### src/rtl/fir_seq_pkg.sv
// Shared types and constants for the FIR MAC sequencer.
// Optional symmetric-coefficient folding is enabled with `define FIR_SEQ_SYM_EN.
package fir_seq_pkg;

  typedef enum logic [2:0] {
    IDLE  = 3'd0,
    SHIFT = 3'd1,
    ISSUE = 3'd2,
    DRAIN = 3'd3,
    DONE  = 3'd4
  } seq_state_e;

  localparam int NUM_TAPS_DEF = 10;
  localparam int TAP_W_DEF    = 4;
  localparam int RD_LAT_DEF   = 1;
  localparam int SEQ_LAT      = NUM_TAPS_DEF + RD_LAT_DEF + 3;

  // Symmetric filters store only the first half of the coefficients.
  function automatic int fold_tap(input int k, input int num_taps);
    return (k < (num_taps + 1) / 2) ? k : (num_taps - 1 - k);
  endfunction

endpackage

### src/rtl/fir_seq_align_pipe.sv
// Delays {valid, tap} by the coefficient RAM read latency to produce the
// multiplier enable and tap select, plus one more stage for the accumulator.
module fir_seq_align_pipe #(
  parameter int TAP_W = 4,
  parameter int DEPTH = 1
) (
  input  logic             clk,
  input  logic             rst,
  input  logic             in_valid,
  input  logic [TAP_W-1:0] in_tap,
  output logic             out_en_mul,
  output logic [TAP_W-1:0] out_tap,
  output logic             out_en_acc
);

  logic [DEPTH-1:0] vld_q, vld_d;
  logic [TAP_W-1:0] tap_q [DEPTH];
  logic [TAP_W-1:0] tap_d [DEPTH];
  logic             acc_q, acc_d;

  // Tap fields only load with a valid entry so the last tap index is held.
  always_comb begin
    vld_d[0] = in_valid;
    tap_d[0] = in_valid ? in_tap : tap_q[0];
    for (int i = 1; i < DEPTH; i++) begin
      vld_d[i] = vld_q[i-1];
      tap_d[i] = vld_q[i-1] ? tap_q[i-1] : tap_q[i];
    end
    acc_d = vld_q[DEPTH-1];
  end

  always_ff @(posedge clk) begin
    if (rst) begin
      vld_q <= '0;
      acc_q <= 1'b0;
      for (int i = 0; i < DEPTH; i++) tap_q[i] <= '0;
    end else begin
      vld_q <= vld_d;
      acc_q <= acc_d;
      for (int i = 0; i < DEPTH; i++) tap_q[i] <= tap_d[i];
    end
  end

  assign out_en_mul = vld_q[DEPTH-1];
  assign out_tap    = tap_q[DEPTH-1];
  assign out_en_acc = acc_q;

endmodule

### src/rtl/fir_mac_sequencer.sv
// Time-multiplexed control sequencer for the FIR MAC datapath.
// `define FIR_SEQ_SYM_EN folds coefficient addresses for symmetric filters.
module fir_mac_sequencer
  import fir_seq_pkg::*;
#(
  parameter int NUM_TAPS = NUM_TAPS_DEF,
  parameter int TAP_W    = TAP_W_DEF,
  parameter int RD_LAT   = RD_LAT_DEF
) (
  input  logic             iClk12M,
  input  logic             iRst,
  input  logic             iInValid,
  output logic             oInReady,
  input  logic             iOverrunClr,
  output logic             oEnDelay,
  output logic             oCoeffRdEn,
  output logic [TAP_W-1:0] oCoeffAddr,
  output logic [TAP_W-1:0] oTapSel,
  output logic             oEnMul,
  output logic             oAccClr,
  output logic             oEnAcc,
  output logic             oOutValid,
  output logic             oBusy,
  output logic             oOverrun
);

  localparam logic [TAP_W-1:0] LAST_TAP  = TAP_W'(NUM_TAPS - 1);
  localparam logic [TAP_W-1:0] DRAIN_END = TAP_W'(RD_LAT);

  seq_state_e       state_q, state_d;
  logic [TAP_W-1:0] k_q, k_d;
  logic [TAP_W-1:0] addr_q, addr_d;
  logic             in_ready_q, in_ready_d;
  logic             en_delay_q, en_delay_d;
  logic             rd_en_q, rd_en_d;
  logic             out_valid_q, out_valid_d;
  logic             busy_q, busy_d;
  logic             overrun_q, overrun_d;

  // k counts taps in ISSUE and is reused as the drain counter in DRAIN.
  always_comb begin
    state_d = state_q;
    k_d     = k_q;
    case (state_q)
      IDLE: begin
        if (iInValid) state_d = SHIFT;
        else          state_d = IDLE;
      end
      SHIFT: begin
        state_d = ISSUE;
        k_d     = '0;
      end
      ISSUE: begin
        if (k_q == LAST_TAP) begin
          state_d = DRAIN;
          k_d     = '0;
        end else begin
          k_d = k_q + TAP_W'(1);
        end
      end
      DRAIN: begin
        if (k_q == DRAIN_END) begin
          state_d = DONE;
          k_d     = '0;
        end else begin
          k_d = k_q + TAP_W'(1);
        end
      end
      DONE:    state_d = IDLE;
      default: begin
        state_d = IDLE;
        k_d     = '0;
      end
    endcase

    in_ready_d  = (state_d == IDLE);
    en_delay_d  = (state_d == SHIFT);
    rd_en_d     = (state_d == ISSUE);
    out_valid_d = (state_d == DONE);
    busy_d      = (state_d != IDLE);

    if (rd_en_d) begin
`ifdef FIR_SEQ_SYM_EN
      addr_d = TAP_W'(fold_tap(int'(k_d), NUM_TAPS));
`else
      addr_d = k_d;
`endif
    end else begin
      addr_d = addr_q;
    end

    if (iInValid && !in_ready_q) overrun_d = 1'b1;
    else if (iOverrunClr)        overrun_d = 1'b0;
    else                         overrun_d = overrun_q;
  end

  always_ff @(posedge iClk12M) begin
    if (iRst) begin
      state_q     <= IDLE;
      k_q         <= '0;
      addr_q      <= '0;
      in_ready_q  <= 1'b1;
      en_delay_q  <= 1'b0;
      rd_en_q     <= 1'b0;
      out_valid_q <= 1'b0;
      busy_q      <= 1'b0;
      overrun_q   <= 1'b0;
    end else begin
      state_q     <= state_d;
      k_q         <= k_d;
      addr_q      <= addr_d;
      in_ready_q  <= in_ready_d;
      en_delay_q  <= en_delay_d;
      rd_en_q     <= rd_en_d;
      out_valid_q <= out_valid_d;
      busy_q      <= busy_d;
      overrun_q   <= overrun_d;
    end
  end

  fir_seq_align_pipe #(
    .TAP_W (TAP_W),
    .DEPTH (RD_LAT)
  ) u_align (
    .clk        (iClk12M),
    .rst        (iRst),
    .in_valid   (rd_en_q),
    .in_tap     (k_q),
    .out_en_mul (oEnMul),
    .out_tap    (oTapSel),
    .out_en_acc (oEnAcc)
  );

  assign oInReady   = in_ready_q;
  assign oEnDelay   = en_delay_q;
  assign oAccClr    = en_delay_q;
  assign oCoeffRdEn = rd_en_q;
  assign oCoeffAddr = addr_q;
  assign oOutValid  = out_valid_q;
  assign oBusy      = busy_q;
  assign oOverrun   = overrun_q;

endmodule

### config.mk
export PLATFORM = sky130hd
export DESIGN_NAME = fir_mac_sequencer
export DESIGN_NICKNAME = d
export VERILOG_FILES = /design/src/rtl/fir_seq_pkg.sv /design/src/rtl/fir_seq_align_pipe.sv /design/src/rtl/fir_mac_sequencer.sv
export SDC_FILE = /design/constraint.sdc
export NUM_CORES = 1
export LEC_CHECK = 0
export ABC_AREA = 1
export BUFFER_PORTS_ARGS = -buffer_cell sky130_fd_sc_hd__buf_2
export CELL_PAD_IN_SITES_DETAIL_PLACEMENT = 1
export CELL_PAD_IN_SITES_GLOBAL_PLACEMENT = 1
export CORE_MARGIN = 4
export CORE_UTILIZATION = 36
export CTS_BUF_LIST = sky130_fd_sc_hd__clkbuf_8
export DETAILED_ROUTE_END_ITERATION = 8
export MAX_ROUTING_LAYER = met4
export PLACE_DENSITY = 0.74
export SLEW_MARGIN = 20
export SYNTH_ARGS = -nofsm -noshare
export SYNTH_HDL_FRONTEND = slang
export SYNTH_SLANG_ARGS = --single-unit
### constraint.sdc
create_clock -name iClk12M -period 1.5 [get_ports iClk12M]
set_clock_uncertainty 0.1 [all_clocks]
set_input_delay 0.075 -clock iClk12M [delete_from_list [all_inputs] [get_ports iClk12M]]
set_output_delay 0.075 -clock iClk12M [all_outputs]
set_load 0.05 [all_outputs]
Yosys cells after proc, flatten, opt, wreduce, memory -nomap -nowiden
Memories as Yosys holds them, arrays and structs flattened.
Cells that the tools add are included.
Word-level totals
  flip-flop bits (word level): 19
  RAM bits: 4
  input port bits: 4
  output and inout bits: 17
  word-level logic and storage cells: 45
  memories: 1
Memories
  u_align.tap_q: depth 1, width 4, read ports 1, clocked after memory_dff 0, wr ports 1, line fir_seq_align_pipe.sv:17  | logic [TAP_W-1:0] tap_q [DEPTH];
Operators by class
  add/subtract/negate cells: 1
  equality and inequality tests: 9
  mux-type cells: 15
  reduce and logical (&&, ||, !) cells: 8
Operators with widths (number)
  $mux W4: 4
  $pmux W3 S4: 1
  $pmux W4 S3: 1
  $eq A3 B2 Y1 const B: 3
  $mux W1: 7
  $eq A3 B1 Y1 const B: 2
  $eq A3 B3 Y1 const B: 2
  $logic_not A3 Y1: 2
  $mux W3: 2
  $add A4 B1 Y4 const B: 1
  $eq A4 B1 Y1 const B: 1
  $eq A4 B4 Y1 const B: 1
  $reduce_or A4 Y1: 1
  $reduce_bool A3 Y1: 1
  $reduce_bool A2 Y1: 1
  $reduce_or A2 Y1: 1
  $logic_and A1 B1 Y1: 1
  $logic_not A1 Y1: 1

Depth between registers and ports, before layout
  depth after elaboration: 4
  mapped depth: 10
  gate-level depth less buffers: 10

Hierarchy
A second synthesis with hierarchy kept.
Second synthesis, totals
  cells, all modules: 137
  area, all modules: 991.0 um^2
By module, submodules not included
  fir_mac_sequencer: times used 1, cells each 105, area each 755.7 um^2, seq. area each 340.3 um^2
  fir_seq_align_pipe: times used 1, cells each 32, area each 235.2 um^2, seq. area each 120.1 um^2

Worst setup path before layout
No wires, ideal clock.
  path type: reg-to-reg
  from: register k_q[1]
  to: register addr_q[0], in the netlist oCoeffAddr[0]
  library setup time: 113 ps
  arrival time: 1195 ps
  required time: 1287 ps
  path slack: 92 ps
  cell stages (with the launch flop): 9
  path buffers: 0
  period minus slack after synthesis: 1408 ps
  cells stage by stage: dfxtp_1 > inv_1 > ha_1 > nand3_1 > nor2_2 > nor2_4 > nand2_4 > nor2_1 > nor2_1
Between the ends
  cells in the longest elaborated chain, start to end: 4
  elaborated cells on any way between the ends: 9
  classes of those cells: 3 x eq/ne; 6 x mux
RTL lines
  from (decl): line fir_mac_sequencer.sv:31  | logic [TAP_W-1:0] k_q, k_d;
  from (signal assigned): line fir_mac_sequencer.sv:110  | k_q <= k_d;
  $eq A4 B1 Y1 / $eq A4 B4 Y1 (equally long branches): line fir_mac_sequencer.sv:62, fir_mac_sequencer.sv:54
  $mux W3 (on tied branches): line fir_mac_sequencer.sv:62, fir_mac_sequencer.sv:54
  $pmux W3 S4: line fir_mac_sequencer.sv:44  | case (state_q)
  $eq A3 B2 Y1: line fir_mac_sequencer.sv:78  | rd_en_d = (state_d == ISSUE);
  to (signal assigned): line fir_mac_sequencer.sv:111  | addr_q <= addr_d;
  to (decl): line fir_mac_sequencer.sv:32  | logic [TAP_W-1:0] addr_q, addr_d;
Parallel ways exist; a longest one is shown, timed or not.
A chain may end at the register's enable or synchronous reset.

Worst setup path after layout
  from: register k_q[1]
  to: register addr_q[2], in the netlist oCoeffAddr[2]
Between the ends
  cells in the longest elaborated chain, start to end: 4
  elaborated cells on any way between the ends: 10
  classes of those cells: 1 x add/sub; 3 x eq/ne; 6 x mux
RTL lines
  parallel branches: the longest is 4 deep, another holds $add A4 B1 Y4
Several ways; the timed one is not identified.

==> results.json <==
{
  "gp_congestion": 0.7111,
  "wl_met3_microns": 119,
  "cp.arrival_ns": 1.48,
  "outcome": "finished, final reports clean",
  "relSlewSlack_pct": 77.55,
  "m1WireLength_microns": 985,
  "routed.top_layer": "met4",
  "row_count": 18,
  "max_freq_mhz": 706.6,
  "worstPathRequired_ns": 1.57,
  "insertion_delay_ns": 0.26,
  "yosysWarnings": 0,
  "first_pass_iters": 4,
  "drive_above_1_share_pct": 32.05,
  "fillers": 336,
  "antenna_left": 0,
  "end_kind": "flop",
  "dieArea_sq_mm": 0.003668,
  "fin_nets": 163,
  "io_pins": 21,
  "leakage_nw": 0.6445,
  "setup_tns_ns": 0,
  "vias_per_cell": 4.763,
  "port_buffers": 20,
  "fp.dieW_microns": 60.57,
  "path_max_fanout": 9,
  "clk_pin_slew_ns": 0.08,
  "die_y_microns": 60.57,
  "fin_cells": 186,
  "place_ws_ns": 0.002561,
  "wl_per_cell_microns": 12.18,
  "clock-sinks": 23,
  "p_per_area_mw_per_mm2": 1185,
  "grt_max_degree": 13,
  "start_kind": "flop",
  "syn_inst": 129,
  "drc": 0,
  "cts-htree-levels": 1,
  "rsz0062_at_grt": "yes",
  "cts_tree": "done",
  "synth_nets": 135,
  "hold_viol_final": 0,
  "final_area_sq_mm": 0.001241,
  "post-route-period-util_pct": 94.35,
  "drtIter0Drc": 7,
  "place_area_sq_mm": 0.001111,
  "clockRootBuffer": "clkbuf_8",
  "grt_pass1_wl_microns": 3795,
  "met2_length_microns": 1125,
  "finalSetupViolations": 0,
  "hold_path.class": "input port to flop",
  "slew_violations": 0,
  "grt_pass1_vias": 872,
  "wl_microns": 2266,
  "placed_cells": 177,
  "core_area_sq_mm": 0.002545,
  "initial_utilization_pct": 39.09,
  "clock_path_buffers": 2,
  "worst_slew_pin_slew_ns": 0.3363,
  "maxCapViolations": 0,
  "syn-cell-area_sq_um": 994.7,
  "synth_seq_area_share_pct": 46.29,
  "critPathKind": "flop to flop",
  "numCtsBuffers": 3,
  "yosysUniqueCellTypes": 25,
  "area_growth_pct": 24.78,
  "setup_ws_ns": 0.08468,
  "grt_usage_pct": 14.20,
  "via_count": 886,
  "antenna_cells": 0,
  "avgSynthCellArea_sq_um": 7.711,
  "ir_drop_uv": 588.9,
  "grt_overflow_total": 0,
  "finalCriticalPeriod_ns": 1.415,
  "synth-seq-cells": 23,
  "final_cell_mix": "nand2_1, inv_1, buf_2, dfxtp_1, nor2_1",
  "layout_commonest_cell": "nand2_1",
  "dp_hpwl_microns": 1694,
  "antenna_found_initial": 0
}
==> power by group <==
group / switching, mW / internal, mW / leakage, nW / total (mW)
Clock: 0.196 / 0.183 / 0.0269 / 0.378
Sequential: 0.0336 / 0.661 / 0.190 / 0.694
Combinational: 0.285 / 0.113 / 0.427 / 0.398
Total: 0.514 / 0.957 / 0.645 / 1.47
==> kinds of logic after synthesis <==
| group | after synthesis | share of synthesized area, % |
|---|---|---|
| compound gates | 14 | 7.422 |
| xor+xnor | 1 | 0.8807 |
| flops | 23 | 46.29 |
| fa+ha+maj | 2 | 2.515 |
| buf+inv | 25 | 11.57 |
| simple gates | 64 | 31.32 |
==> path summary, 6_finish.rpt <==
check	depth (start not counted)	slack [ns]	start	end
worst min-delay path	6	0.22	iInValid	state_q[0]
worst min register to register	2	0.32	u_align.out_en_mul	u_align.out_en_acc
worst max register to register	9	0.08	k_q[1]	oCoeffAddr[2]
worst max-delay path	9	0.08	k_q[1]	oCoeffAddr[2]
==> metrics by stage <==
step	hold slack [ns]	util [%]	total power [mW]
final	0.2232	48.77	1.471
after global routing	0.2630	48.77	1.553
after CTS	0.09361	46.71	1.459
after floorplan	0.04407	-	0.9898
after global placement	0.2290	43.66	1.064
after detailed placement	0.2373	43.66	1.076
==> per-layer routing <==
metal,vias up,track usage [%]
li1,448,-
met1,415,15.43
met2,18,25.34
met3,5,2.553
met4,0,5.573
met5,-,-
==> Yosys cell counts (all sizes together) <==
cell type	count	area share (%)
a21oi	6	3.0
a31oi	1	0.63
nand4	1	0.63
inv	21	7.9
xor2	1	0.88
nor4	1	0.63
and2	1	0.63
o211ai	1	0.75
o21ai	6	3.0
ha	2	2.5
nand2	33	15
dfxtp	23	46
clkbuf	2	1.8
nor2	21	10
nand3	5	3.0
buf	2	1.9
nor3	2	1.0
==> flip-flops by register name, summed over array words and instances, names as in the netlist <==
signal,flops
u_align.tap_q,4
state_q,3
oBusy,1
oOutValid,1
oInReady,1
oCoeffRdEn,1
u_align.out_en_mul,1
u_align.out_en_acc,1
oAccClr,1
k_q,4
oOverrun,1
oCoeffAddr,4
==> layout make-up <==
class                   count  area (sq um)  share of cell area, %
flip-flops and latches     23         469.2                  37.80
multi-input cells          81         450.4                  36.29
repair buffers             27         160.2                  12.90
inverters                  21         78.83                  6.351
clock buffers               3         41.29                  3.327
well taps                  30         37.54                  3.024
clock inverters             1         3.754                 0.3024
==> critical path: stages (launching register included) <==
cell     delay [ns]
dfxtp_2        0.33
inv_2          0.07
ha_4           0.15
nand2_4        0.07
nand2_4        0.08
nand2_2        0.06
nor2_4         0.15
nand2_4        0.11
nor2_1         0.15
nor2_2         0.05
==> what timing repair did <==
| item | CTS | global route |
|---|---|---|
| setup endpoints to repair | 6 | 10 |
| buffers inserted | 0 | 2 |
| hold buffers | 3 | 0 |
| pin swaps | 0 | 2 |
| hold endpoints to repair | 5 | 0 |
| gates resized for setup | 2 | 14 |
No activity file was read; power rests on OpenSTA's default activity.
